$ cat src/rtl/sw_test_status_mon.sv
// ============================================================================
// Module   : sw_test_status_mon
// Brief    : Multi-channel sw test status monitor with per-channel timeout and
//            registered aggregate done/pass/fail flags.
//            Optional WFI state enabled by `define SW_TEST_STATUS_WFI_EN.
// Revision : 1.0 - initial release
// ============================================================================
`default_nettype none

module sw_test_status_mon #(
  parameter int unsigned                AddrWidth     = 32,
  parameter int unsigned                NumCh         = 2,
  parameter logic [AddrWidth-1:0]       StatusAddr    = 'h0041_1000,
  parameter logic [AddrWidth-1:0]       ChStride      = 'h0000_0100,
  parameter int unsigned                TimeoutCycles = 1_000_000
) (
  input  logic                  clk_i,
  input  logic                  rst_i,
  input  logic                  wr_valid,
  input  logic [AddrWidth-1:0]  addr,
  input  logic [15:0]           data,
  output logic [3*NumCh-1:0]    ch_state_o,
  output logic [NumCh-1:0]      ch_done_o,
  output logic                  all_done_o,
  output logic                  all_pass_o,
  output logic                  any_fail_o
);

  typedef enum logic [2:0] {
    S_IDLE    = 3'd0,
    S_BOOT    = 3'd1,
    S_TEST    = 3'd2,
    S_PASS    = 3'd3,
    S_FAIL    = 3'd4,
    S_TIMEOUT = 3'd5,
    S_WFI     = 3'd6
  } state_e;

  localparam int unsigned    TW      = (TimeoutCycles < 1) ? 1 : $clog2(TimeoutCycles + 1);
  localparam logic [TW-1:0]  TExp    = TW'(TimeoutCycles - 1);
  localparam logic [TW-1:0]  TMax    = '1;
  localparam logic           TimeoutEn = (TimeoutCycles != 0);

  logic [NumCh-1:0]   hit;
  logic [3*NumCh-1:0] st_d_vec;
  logic               is_boot, is_in_test, is_pass, is_fail, is_wfi;

  assign is_boot    = (data == 16'hb090);
  assign is_in_test = (data == 16'h4354);
  assign is_pass    = (data == 16'h900d);
  assign is_fail    = (data == 16'hbaad);
`ifdef SW_TEST_STATUS_WFI_EN
  assign is_wfi     = (data == 16'h1d1e);
`else
  assign is_wfi     = 1'b0;
`endif

  // One-hot decode; on aliased channel addresses the lowest index wins.
  always_comb begin
    logic found;
    hit   = '0;
    found = 1'b0;
    for (int c = 0; c < int'(NumCh); c++) begin
      if (!found && wr_valid &&
          addr == StatusAddr + ChStride * AddrWidth'(c)) begin
        hit[c] = 1'b1;
        found  = 1'b1;
      end
    end
  end

  for (genvar c = 0; c < NumCh; c++) begin : g_ch
    state_e         st_q, st_d;
    logic [TW-1:0]  tmr_q, tmr_d;
    logic           terminal;

    assign terminal = (st_q == S_PASS) || (st_q == S_FAIL) || (st_q == S_TIMEOUT);

    always_comb begin
      st_d = st_q;
      if (!terminal) begin
        if (hit[c]) begin
          if (is_boot) begin
            st_d = S_BOOT;
          end else if (is_in_test) begin
            st_d = S_TEST;
          end else if (is_pass) begin
            st_d = (st_q == S_TEST || st_q == S_WFI) ? S_PASS : S_FAIL;
          end else if (is_fail) begin
            st_d = S_FAIL;
          end else if (is_wfi && st_q == S_TEST) begin
            st_d = S_WFI;
          end
        // A non-decoded hit at expiry only postpones the timeout by a cycle.
        end else if (TimeoutEn && st_q == S_TEST && tmr_q >= TExp) begin
          st_d = S_TIMEOUT;
        end
      end
    end

    always_comb begin
      tmr_d = '0;
      if (st_d == S_TEST) begin
        if (st_q == S_TEST && !(hit[c] && is_in_test)) begin
          tmr_d = (tmr_q == TMax) ? tmr_q : tmr_q + 1'b1;
        end
      end else if (st_d == S_WFI) begin
        tmr_d = tmr_q;
      end
    end

    always_ff @(posedge clk_i) begin
      if (rst_i) begin
        st_q  <= S_IDLE;
        tmr_q <= '0;
      end else begin
        st_q  <= st_d;
        tmr_q <= tmr_d;
      end
    end

    assign st_d_vec[3*c +: 3]   = st_d;
    assign ch_state_o[3*c +: 3] = st_q;
    assign ch_done_o[c]         = terminal;
  end : g_ch

  logic all_done_d, all_pass_d, any_fail_d;
  logic all_done_q, all_pass_q, any_fail_q;

  // Aggregates come from next-state so they align with ch_state_o.
  always_comb begin
    logic [2:0] s;
    all_done_d = 1'b1;
    all_pass_d = 1'b1;
    any_fail_d = 1'b0;
    s          = 3'd0;
    for (int c = 0; c < int'(NumCh); c++) begin
      s = st_d_vec[3*c +: 3];
      if (!(s == S_PASS || s == S_FAIL || s == S_TIMEOUT)) all_done_d = 1'b0;
      if (s != S_PASS)                                     all_pass_d = 1'b0;
      if (s == S_FAIL || s == S_TIMEOUT)                   any_fail_d = 1'b1;
    end
  end

  always_ff @(posedge clk_i) begin
    if (rst_i) begin
      all_done_q <= 1'b0;
      all_pass_q <= 1'b0;
      any_fail_q <= 1'b0;
    end else begin
      all_done_q <= all_done_d;
      all_pass_q <= all_pass_d;
      any_fail_q <= any_fail_d;
    end
  end

  assign all_done_o = all_done_q;
  assign all_pass_o = all_pass_q;
  assign any_fail_o = any_fail_q;

endmodule

`default_nettype wire

$ cat config.mk
export PLATFORM = sky130hd
export DESIGN_NAME = sw_test_status_mon
export DESIGN_NICKNAME = d
export VERILOG_FILES = /design/src/rtl/sw_test_status_mon.sv
export SDC_FILE = /design/constraint.sdc
export NUM_CORES = 1
export LEC_CHECK = 0
export ABC_CLOCK_PERIOD_IN_PS = 2500
export BUFFER_PORTS_ARGS = -buffer_cell sky130_fd_sc_hd__buf_2
export CAP_MARGIN = 20
export CORE_MARGIN = 8
export CORE_UTILIZATION = 53
export CTS_BUF_LIST = sky130_fd_sc_hd__clkbuf_4 sky130_fd_sc_hd__clkbuf_8 sky130_fd_sc_hd__clkbuf_16
export DETAILED_ROUTE_END_ITERATION = 16
export PLACE_DENSITY = 0.83
export SLEW_MARGIN = 20
export SYNTH_ARGS = -nofsm -noshare
export SYNTH_HDL_FRONTEND = slang
export SYNTH_SLANG_ARGS = --single-unit
$ cat constraint.sdc
create_clock -name clk_i -period 2.5 [get_ports clk_i]
set_input_delay 0.125 -clock clk_i [delete_from_list [all_inputs] [get_ports clk_i]]
set_output_delay 0.125 -clock clk_i [all_outputs]
set_load 0.03 [all_outputs]
# Word-level counts from Yosys, hierarchy flattened
# Cells that the tools add are included.
[totals] inputBits=51 wordCells=104 regBits=49
[classes] n_addsub=2 mux=30 bitwise=1 reduce_logical=28 magnitude_cmp=2 eq_ne=34
[ops] operator="two-way mux 20 bit" n=8
[ops] operator="equality test 32 x 23 -> 1 bit, second input constant" n=2
[ops] operator="equality test 16 bit, second input constant" n=3
[ops] operator="two-way mux 3 bit" n=16
[ops] operator="adder 20 x 1 -> 20 bit, second input constant" n=2
[ops] operator="equality test 20 bit, second input constant" n=2
[ops] operator="greater-or-equal comparator 20 bit, second input constant" n=2
[ops] operator="equality test 3 bit, second input constant" n=12
[ops] operator="equality test 3 x 2 -> 1 bit, second input constant" n=8
[ops] operator="equality test 16 x 15 -> 1 bit, second input constant" n=1
[ops] operator="logical OR 1 bit" n=12
[ops] operator="logical AND 1 bit" n=9
[ops] operator="two-way mux 1 bit" n=6
[ops] operator="!= test 3 x 2 -> 1 bit, second input constant" n=2
[ops] operator="!= test 3 bit, second input constant" n=2
[ops] operator="!= test 2 bit, second input constant" n=2
[ops] operator="AND reduction 2 bit" n=2
[ops] operator="OR reduction 2 bit" n=2
[ops] operator="zero test 1 bit" n=3
[ops] operator="NOT 1 bit" n=1

# Logic depth before layout (Yosys ltp)
[logic_depth] depth_word=14 mapped_depth=10 mapped_depth_nobuf=9

# Least setup slack after synthesis
# No wires, ideal clock.
[synth_path] path_type="reg2reg" from="reg g_ch[1].st_q[1]" to="reg g_ch[1].tmr_q[10]" t_required_ns=2.368 arrival_ns=2.121 path_stages_with_launch=10 slack_ns=0.248 path_cell_list="dfxtp_1 > nor3b_1 > and3_1 > o21ai_0 > o21ai_1 > nor2_1 > or3_1 > nand2_1 > clkbuf_1 > nor3_1"
[synth_between] elab_chain_len=11 elab_cells_between_ends=25 cone_classes="9 x eq/ne; 10 x mux; 6 x reduce/logical"
[synth_rtl] element="start: declaration" line="73" source="state_e st_q, st_d;"
[synth_rtl] element="start signal: assignment" line="117" source="st_q <= st_d;"
[synth_rtl] element="equality test 3 x 2 -> 1 bit / equality test 3 bit (equally long branches)" line="88, 95, 104"
[synth_rtl] element="logical OR 1 bit" line="88" source="st_d = (st_q == S_TEST || st_q == S_WFI) ? S_PASS : S_FAIL;"
[synth_rtl] element="two-way mux 3 bit" line="88"
[synth_rtl] element="two-way mux 3 bit" line="87" source="end else if (is_pass) begin"
[synth_rtl] element="two-way mux 3 bit" line="85" source="end else if (is_in_test) begin"
[synth_rtl] element="two-way mux 3 bit" line="83" source="if (is_boot) begin"
[synth_rtl] element="two-way mux 3 bit" line="82" source="if (hit[c]) begin"
[synth_rtl] element="two-way mux 3 bit" line="81" source="if (!terminal) begin"
[synth_rtl] element="equality test 3 x 2 -> 1 bit / equality test 3 bit (equally long branches)" line="103, 107"
[synth_rtl] element="!= test 3 bit (no line) / != test 2 bit (equally long branches)"
[synth_rtl] element="AND reduction 2 bit (no line)"
[synth_rtl] element="end signal: assignment" line="118" source="tmr_q <= tmr_d;"
[synth_rtl] element="end: declaration" line="74" source="logic [TW-1:0] tmr_q, tmr_d;"
# Several ways; a longest one is shown, not always the timed one.
# A chain may end at the register's enable or synchronous reset.

# Worst setup path in the final report
[layout_path] from="reg g_ch[0].tmr_q[11]" to="reg g_ch[0].tmr_q[10]"
[layout_between] elab_chain_len=8 elab_cells_between_ends=12 cone_classes="1 x order compare; 5 x eq/ne; 4 x mux; 2 x reduce/logical"
[layout_rtl] element="start: declaration" line="74"
[layout_rtl] element="start signal: assignment" line="118"
[layout_rtl] element="greater-or-equal comparator 20 bit" line="95" source="end else if (TimeoutEn && st_q == S_TEST && tmr_q >= TExp) begin"
[layout_rtl] element="logical AND 1 bit" line="95"
[layout_rtl] element="two-way mux 3 bit" line="95"
[layout_rtl] element="two-way mux 3 bit" line="82"
[layout_rtl] element="two-way mux 3 bit" line="81"
[layout_rtl] element="equality test 3 x 2 -> 1 bit / equality test 3 bit (equally long branches)" line="103, 107"
[layout_rtl] element="!= test 3 bit (no line) / != test 2 bit (equally long branches)"
[layout_rtl] element="AND reduction 2 bit (no line)"
# Several ways; a longest one is shown, not always the timed one.

==> impl_metrics.tcl <==
set metrics [dict create \
    outcome "complete, no violations" \
    vias 3606 \
    grt_max_degree 21 \
    drt_iter0_markers 327 \
    worst-path-buf-inv 2 \
    crit_path_end_kind "register" \
    avgSynthCellArea_um2 7.540 \
    cp_slowest_cell "or4_1" \
    yosys_warnings 0 \
    wl_um 9149 \
    final_nets 557 \
    clock-root-buffer "clkbuf_8" \
    power.density_nw_per_um2 349.0 \
    cap_violations 0 \
    port-buffer-count 61 \
    dp_hpwl_um 6825 \
    synth_edf_count 0 \
    layout_worst_path_cycle_share_pct 95.96 \
    holdWs_ns 0.09771 \
    fill_cells 509 \
    syn_to_final_growth_pct 23.59 \
    grt-ovfl-total 0 \
    grt_util_all_layers_pct 20.01 \
    ys_types 62 \
    ys_seq_area_share_pct 30.83 \
    syn_inst 422 \
    clk_latency_ns 0.30 \
    grt_pass1_wl_um 14830 \
    die_w_um 93.48 \
    ys_ff_latch 49 \
    layout-drive-gt1-share_pct 26.14 \
    routedWlPerCell_um 15.77 \
    row_count 28 \
    period_needed_ns 2.399 \
    setup_violations 0 \
    power_leakage_nw 1.415 \
    synth_nets 475 \
    synth_area_um2 3182 \
    path_clk_slew_ns 0.10 \
    hp-class "in2reg" \
    setup-tns-final_ns 0 \
    drc 0 \
    start_util_pct 54.38 \
    cp_cell_sequence "or4_1 -> a211o_1 -> a22o_1 -> or2_1 -> nand2_1 -> nand3b_1 -> buf_4 -> buf_12 -> a311oi_2" \
    grt_pass1_vias 3405 \
    cts_buffers 5 \
    core_um2 5851 \
    dieArea_um2 8739 \
    crit_family "simple AND/OR/NAND/NOR gates" \
    cts.sink_count 49 \
    boundaryPins 62 \
    viasPerCell 6.217 \
    critPathMaxStageDelay_ns 0.50 \
    finalMaxSlewViolations 0 \
    clock.fmax_mhz 416.8 \
    htreeDepth 2 \
    die_h_um 93.48 \
    final_antenna_net_count 0 \
    skew_ns 0.01127 \
    crit_fanout 5 \
    stdcell_count 580 \
    ys.flop_type "dfxtp_1" \
    rrSetupSlack_ns 0.10 \
    irDropWorstVdd_mv 0.2846 \
    antenna-diode-count 0 \
    numPlacedInstances 565 \
    cts_tree "yes" \
    crit_path_start_kind "register" \
    relSlewSlack_pct 68.86 \
    post-route-util_pct 67.22 \
    antenna_found_initial 0 \
    postSynth.asyncResetShare_pct 0 \
    tightest_slew_ns 0.4646 \
    worst-endpoint-required_ns 2.72 \
    ctsLongestPathBuffers 2 \
    dr.pass1.iters 7 \
    cp.arrival_ns 2.62 \
    worstSetupPathType "reg2reg" \
    hold_viol 0 \
    gp_congestion 0.8882 \
]
[cells in the mapped netlist, types with 3 or more instances]
| master | n | area, µm² |
|---|---|---|
| a31oi_1 | 12 | 75.07 |
| nor4b_2 | 5 | 75.07 |
| or4_1 | 9 | 67.56 |
| nand4_1 | 10 | 62.56 |
| nand3_1 | 21 | 105.1 |
| or3b_1 | 4 | 35.03 |
| and2_1 | 11 | 68.82 |
| mux2_2 | 3 | 33.78 |
| or2_1 | 3 | 18.77 |
| and3_1 | 16 | 100.1 |
| nor3_1 | 13 | 65.06 |
| nand2_1 | 35 | 131.4 |
| clkbuf_1 | 6 | 22.52 |
| inv_1 | 7 | 26.28 |
| o21ai_0 | 37 | 185.2 |
| buf_4 | 4 | 30.03 |
| dfxtp_1 | 49 | 980.9 |
| buf_2 | 5 | 25.02 |
| a21oi_1 | 43 | 215.2 |
| nor4_1 | 7 | 43.79 |
| nor2_1 | 45 | 168.9 |
| or3_1 | 13 | 81.33 |
| nor3b_1 | 3 | 22.52 |
| nand4b_1 | 6 | 52.55 |
| and4_1 | 4 | 35.03 |
| o21ai_1 | 4 | 20.02 |
| nand3b_1 | 4 | 30.03 |
[metrics by stage]
step	worst slack [ns]	cell area, µm²	total power [mW]
floorplan	0.2476	3182	0.8139
global placement	0.09376	3697	0.8607
detailed placement	-0.01311	3697	0.8633
CTS	0.05090	3810	1.380
global route	-0.01129	3933	1.414
finish	0.1009	3933	1.372
[worst paths after layout]
path                                         from           endpoint  cells past startpoint
worst max-delay path            g_ch[0].tmr_q[11]  g_ch[0].tmr_q[10]                      9
worst min-delay path                        rst_i    g_ch[1].st_q[2]                      2
worst max register to register  g_ch[0].tmr_q[11]  g_ch[0].tmr_q[10]                      9
worst min register to register   g_ch[1].tmr_q[1]   g_ch[1].tmr_q[1]                      2
[routing by layer]
layer  wire, µm  up-vias  share of wire, %  track usage (%)
met2       4709      167                51            36.25
met3        644       13               7.0            3.365
met5          0        -                 0                0
met1       3678     1672                40            23.08
met4        116        0               1.3            6.577
li1           -     1754                 -                -
[cells by family after synthesis]
kind of cell / count (synthesis) / synth area share (%)
and+or+nand+nor: 223 / 40.94
AOI/OAI and AO/OA: 120 / 22.53
DFF: 49 / 30.83
buffers and inverters: 25 / 3.854
muxes: 3 / 1.062
adders and majority gates: 2 / 0.7863
[registers in the layout, indices dropped and copies added (netlist names)]
register / flops
any_fail_o: 1
all_pass_o: 1
all_done_o: 1
g_ch.st_q: 6
g_ch.tmr_q: 40
[timing repair]
action / in CTS / in global routing
setup endpoints to repair: 2 / 32
resized for setup: 0 / 12
gates cloned: 0 / 3
pin swaps: 1 / 4
hold buffers: 0 / 0
setup buffers: 1 / 3
[cell usage in the layout, fill, tap and decap left out, types with 5 or more instances in the layout]
master / Yosys / final
buf_2: 5 / 61
dfxtp_1: 49 / 48
nor2_1: 45 / 45
a21oi_1: 43 / 43
nand2_1: 35 / 36
o21ai_0: 37 / 35
buf_4: 4 / 26
nand3_1: 21 / 19
and3_1: 16 / 16
or3_1: 13 / 13
a31oi_1: 12 / 12
nor3_1: 13 / 11
and2_1: 11 / 11
nand4_1: 10 / 10
or4_1: 9 / 9
inv_1: 7 / 7
nor4_1: 7 / 7
clkbuf_8: 0 / 7
nand4b_1: 6 / 6
nor4b_2: 5 / 5
o21ai_1: 4 / 5
[layout make-up]
cell class,count,area (µm²),area share (%)
Clock buffer,7,96.34,2.450
Clock inverter,1,8.758,0.2227
Sequential cell,49,982.2,24.98
Multi-Input combinational cell,349,2123,53.99
Inverter,7,26.28,0.6682
Tap cell,75,93.84,2.386
Timing Repair Buffer,92,601.8,15.30
[where the power goes]
part           internal [mW]  total (mW)   switching [mW]
clock                  0.256       0.526            0.270
sequential             0.780       0.780  0.0000000000520
combinational         0.0369      0.0661           0.0292
total                   1.07        1.37            0.300
[worst reg2reg max path, cell delays in order (launching register included)]
cell	delay, ns
dfxtp_2	0.35
or4_1	0.50
a211o_1	0.32
a22o_1	0.24
or2_1	0.26
nand2_1	0.10
nand3b_1	0.08
buf_4	0.17
buf_12	0.14
a311oi_2	0.16
(Power assumes the default switching activity.)
